### config.mk
export PLATFORM = sky130hd
export DESIGN_NAME = stage_4_mem
export DESIGN_NICKNAME = d
export VERILOG_FILES = /design/src/rtl/stage_4_mem_pkg.sv /design/src/rtl/stage_4_mem_load_align.sv /design/src/rtl/stage_4_mem.sv
export SDC_FILE = /design/constraint.sdc
export NUM_CORES = 1
export LEC_CHECK = 0
export ABC_AREA = 1
export BUFFER_PORTS_ARGS = -buffer_cell sky130_fd_sc_hd__buf_2
export CAP_MARGIN = 20
export CORE_MARGIN = 4
export CORE_UTILIZATION = 51
export CTS_BUF_LIST = sky130_fd_sc_hd__clkbuf_2 sky130_fd_sc_hd__clkbuf_4 sky130_fd_sc_hd__clkbuf_8
export DETAILED_ROUTE_END_ITERATION = 10
export GPL_ROUTABILITY_DRIVEN = 0
export PLACE_DENSITY = 0.83
export SYNTH_ARGS = -nofsm -noshare
export SYNTH_HDL_FRONTEND = slang
export SYNTH_HIERARCHICAL = 1
export SYNTH_SLANG_ARGS = --single-unit
### constraint.sdc
create_clock -name clk -period 1.8 [get_ports clk]
set_input_delay 0 -clock clk [delete_from_list [all_inputs] [get_ports clk]]
set_output_delay 0 -clock clk [all_outputs]
set_load 0.005 [all_outputs]
### src/rtl/stage_4_mem_pkg.sv
// Shared definitions for the MEM pipeline stage: bus widths, load-op codes,
// FSM state codes and the packed layouts of the stage buses.
package stage_4_mem_pkg;

    localparam int STAGE34_W = 74;
    localparam int STAGE45_W = 70;
    localparam int FWD_W     = 38;

    localparam logic [2:0] LD_W  = 3'b000;
    localparam logic [2:0] LD_B  = 3'b001;
    localparam logic [2:0] LD_BU = 3'b010;
    localparam logic [2:0] LD_H  = 3'b011;
    localparam logic [2:0] LD_HU = 3'b100;

    typedef enum logic [1:0] {
        S_IDLE = 2'd0,
        S_WAIT = 2'd1,
        S_HOLD = 2'd2
    } mem_state_e;

    typedef struct packed {
        logic        rf_we;
        logic [4:0]  dest;
        logic        res_from_mem;
        logic [2:0]  ld_op;
        logic [31:0] alu_result;
        logic [31:0] pc;
    } s34_t;

    typedef struct packed {
        logic        rf_we;
        logic [4:0]  dest;
        logic [31:0] final_result;
        logic [31:0] pc;
    } s45_t;

    typedef struct packed {
        logic        we;
        logic [4:0]  dest;
        logic [31:0] data;
    } fwd_t;

endpackage

### src/rtl/stage_4_mem_load_align.sv
// Load data aligner: picks the addressed byte/half from the read word and
// sign- or zero-extends it. Purely combinational.
module mem_load_align
    import stage_4_mem_pkg::*;
(
    input  logic [31:0] raw,
    input  logic [1:0]  addr_lo,
    input  logic [2:0]  ld_op,
    output logic [31:0] aligned
);

    logic [7:0]  byte_sel;
    logic [15:0] half_sel;

    always_comb begin
        byte_sel = raw[{addr_lo, 3'b000} +: 8];
        half_sel = addr_lo[1] ? raw[31:16] : raw[15:0];
        case (ld_op)
            LD_B:    aligned = {{24{byte_sel[7]}}, byte_sel};
            LD_BU:   aligned = {24'd0, byte_sel};
            LD_H:    aligned = {{16{half_sel[15]}}, half_sel};
            LD_HU:   aligned = {16'd0, half_sel};
            default: aligned = raw;
        endcase
    end

endmodule

### src/rtl/stage_4_mem.sv
// MEM pipeline stage: latches the EX bus, waits for the load response and
// builds the WB and forwarding buses. Define MEM_SUBWORD_LOAD_EN for byte/half loads.
module stage_4_mem
    import stage_4_mem_pkg::*;
#(
    parameter int IN_W  = STAGE34_W,
    parameter int OUT_W = STAGE45_W
) (
    input  logic             clk,
    input  logic             reset,
    input  logic             valid_3,
    output logic             allow_4,
    output logic             valid_4,
    input  logic             allow_5,
    input  logic [IN_W-1:0]  stage_3_to_4,
    input  logic [31:0]      data_sram_rdata,
    input  logic             data_sram_data_ok,
    output logic [OUT_W-1:0] stage_4_to_5,
    output logic [FWD_W-1:0] fwd_4
);

    s34_t        in_bus;
    s34_t        in_r;
    logic        valid_r;
    mem_state_e  state;
    logic [31:0] rdata_buf;
    logic        ready_go;
    logic [31:0] raw;
    logic [31:0] load_data;
    logic [31:0] final_result;
    s45_t        out_bus;
    fwd_t        fwd_bus;

    assign in_bus = s34_t'(stage_3_to_4);

    // A load is only ever in WAIT or HOLD; non-loads never wait.
    assign ready_go = !in_r.res_from_mem
                   || (state == S_WAIT && data_sram_data_ok)
                   || (state == S_HOLD);

    assign allow_4 = !valid_r || (ready_go && allow_5);
    assign valid_4 = valid_r && ready_go;

    always_ff @(posedge clk) begin
        if (reset) begin
            in_r      <= '0;
            valid_r   <= 1'b0;
            state     <= S_IDLE;
            rdata_buf <= '0;
        end else begin
            if (allow_4)
                valid_r <= valid_3;
            if (valid_3 && allow_4)
                in_r <= in_bus;
            // allow_4 low in WAIT with data_ok can only mean WB is stalling.
            if (allow_4) begin
                state <= (valid_3 && in_bus.res_from_mem) ? S_WAIT : S_IDLE;
            end else if (state == S_WAIT && data_sram_data_ok) begin
                state     <= S_HOLD;
                rdata_buf <= data_sram_rdata;
            end
        end
    end

    assign raw = (state == S_HOLD) ? rdata_buf : data_sram_rdata;

`ifdef MEM_SUBWORD_LOAD_EN
    mem_load_align u_align (
        .raw     (raw),
        .addr_lo (in_r.alu_result[1:0]),
        .ld_op   (in_r.ld_op),
        .aligned (load_data)
    );
`else
    logic unused_ld_op;
    assign unused_ld_op = ^in_r.ld_op;
    assign load_data    = raw;
`endif

    assign final_result = in_r.res_from_mem ? load_data : in_r.alu_result;

    assign out_bus.rf_we        = in_r.rf_we;
    assign out_bus.dest         = in_r.dest;
    assign out_bus.final_result = final_result;
    assign out_bus.pc           = in_r.pc;
    assign stage_4_to_5         = out_bus;

    assign fwd_bus.we   = valid_r && in_r.rf_we;
    assign fwd_bus.dest = in_r.dest;
    assign fwd_bus.data = final_result;
    assign fwd_4        = fwd_bus;

endmodule

==> flow_summary.ini <==
[synthesis]
avgSynthCellArea_um2 = 8.24
syn_nets = 802
synth_warnings = 6
synth_cell_types = 22
synth_cells = 691
yosysSeqAreaShare = 0.373
netlist_area_um2 = 5700
synth-seq-cells = 106

[global_route]
overflow = 0
grt_start_max_net_pins = 75
antenna_found_initial = 1
track_usage = 0.257
grt_pass1_wl_um = 27200
first_global_vias = 5581

[floorplanning]
ios = 221
die_x_um = 114
die_h_um = 114
num_rows = 38
start_util = 0.523
core_area_um2 = 10900
dieArea_um2 = 12900

[worst_setup_path]
rr_endpoint = stage_4_to_5[1]
critPathLaunchType = flop
cp-end-kind = primary output
required_ns = 1.80
crit_type = reg2out
worstPathArrival_ns = 1.70
reg2reg_depth = 8
rr_startpoint = state[0]
reg2reg_slack_ns = 0.12
cp_max_fo = 28

[timing]
fin_crit_ns = 1.70
grt_setup_unrepaired = true
timing.final.crit_share = 0.945
maxSlewHeadroom = 0.677
tightest_slew_ns = 0.485
fin_hold_ws_ns = 0.0248
slew_violations = 0
fmax_ghz = 0.588
clock_skew_ns = 0.0185
setup_viol = 0
hold_violations = 0

[drt]
dr.pass1.iters = 5
via_per_inst = 5.27
drt_iter0_drc = 443
drc = 0
vias = 5576
ant_nets = 0
drt-wirelength-per-cell_um = 16.1
wl_um = 17000

[layout]
area_growth_pct = 31.6
final_common_cell = buf_2
mostFrequentLayoutCells = buf_2 (215), dfxtp_1 (106), dlygate4sd3_1 (105), nand2_1 (104), a21oi_1 (101)
final_layout_size_suffix_gt1_frac = 0.420
nets = 1022
final_cell_count_no_fill = 1058

[placed_design]
dp_cells = 934
io_buffers = 217
dp_hpwl_um = 9340

[pwr]
vdd_ir_drop_max_uv = 548
finalPower_mw = 5.12
power.density_nw_per_um2 = 683
leakagePower_nw = 3.19

[cts]
cts_buffers = 9
cts_sinks = 106
h-tree-depth = 3
cts_tree = built
clockBufferDepth = 2
worstSkewPairLatency_ns = 0.36
root_buffer = clkbuf_8
clk_pin_slew_ns = 0.11

[status]
status = completed

[worst_hold_path]
whs_endpoint = rdata_buf[5]
hp-class = in2reg
holdPathStages = 4
hold_path.startpoint = reset

[job]
drv_cap = 0
-- cells by family (layout without fill, tap and decap cells) --
logic type,Yosys count,in the layout,synth area share
buf+inv,167,391,0.188
compound gates,202,202,0.217
other cells,0,2,0
simple gates,216,217,0.222
flops,106,106,0.373
-- synthesized netlist by cell type --
cell	number	area share
a21oi_1	109	0.096
dfxtp_1	106	0.37
nand2_1	104	0.069
buf_4	84	0.11
nand3_2	62	0.11
a21oi_2	60	0.092
inv_1	37	0.024
nor2_1	32	0.021
clkbuf_1	27	0.018
o21ai_0	27	0.024
nand3_1	11	0.0097
buf_2	10	0.0088
buf_12	7	0.025
o21ai_1	5	0.0044
inv_2	2	0.0013
nand2_4	2	0.0040
a211oi_1	1	0.0013
and2_1	1	0.0011
nand2_2	1	0.0011
nand2_8	1	0.0035
nand3b_4	1	0.0035
nand4_1	1	0.0011
-- flip-flops by register name (all words and copies together) (netlist names) --
| register | count |
|---|---|
| fwd_4 | 5 |
| in_r | 33 |
| rdata_buf | 32 |
| stage_4_to_5 | 33 |
| state | 2 |
| valid_r | 1 |
-- where the power goes --
part	internal, mW	switching, mW
Combinational	0.573	0.618
Clock	0.588	0.826
Sequential	2.45	0.0637
Total	3.61	1.51
-- worst max-delay path: stages, from the launching register on --
cell	delay (ns)
dfxtp_1	0.40
nand2_4	0.15
nand3_2	0.13
nand2_2	0.07
nand2_4	0.15
buf_8	0.27
buf_2	0.18
-- what timing repair did --
| action | 4_1_cts | 5_1_grt |
|---|---|---|
| setup endpoints to repair | 1 | 43 |
| gates cloned | 0 | 1 |
| buffers inserted | 0 | 0 |
| resized for setup | 1 | 11 |
| pin swaps | 0 | 1 |
| endpoints found under the hold margin | 105 | 0 |
| hold buffers | 105 | 0 |
-- worst max-delay path by stage --
stage / startpoint / endpoint / depth (start not counted)
after CTS: state[1] / fwd_4[15] / 6
after global placement: state[0] / stage_4_to_5[1] / 8
final: state[1] / allow_4 / 6
after detailed placement: state[0] / in_r[55] / 8
after floorplan: state[1] / fwd_4[32] / 9
after global routing: state[0] / in_r[36] / 8
-- routing by layer --
metal,GRT usage,vias up,part of all wire
li1,-,2644,-
met1,0.300,2582,0.38
met2,0.440,283,0.50
met3,0.0568,67,0.073
met4,0.135,0,0.042
met5,0,-,0
-- through the flow --
step | setup TNS [ns] | area, µm² | setup WS (ns) | utilization
2_1_floorplan | 0 | 5700 | 0.524 | -
3_3_place_gp | 0 | 6200 | 0.232 | 0.569
3_5_place_dp | 0 | 6200 | 0.188 | 0.569
4_1_cts | 0 | 7440 | 0.0577 | 0.683
5_1_grt | -0.160 | 7490 | -0.0179 | 0.688
6_report | 0 | 7490 | 0.0996 | 0.688
-- area by class of cell --
type | count | area, µm²
Tap cell | 140 | 175
Sequential cell | 106 | 2120
Fill cell | 859 | 3390
Clock inverter | 4 | 33.8
Antenna cell | 2 | 5.00
Clock buffer | 12 | 153
Timing Repair Buffer | 336 | 2310
Inverter | 39 | 146
Multi-Input combinational cell | 419 | 2550
(Power assumes the default switching activity.)
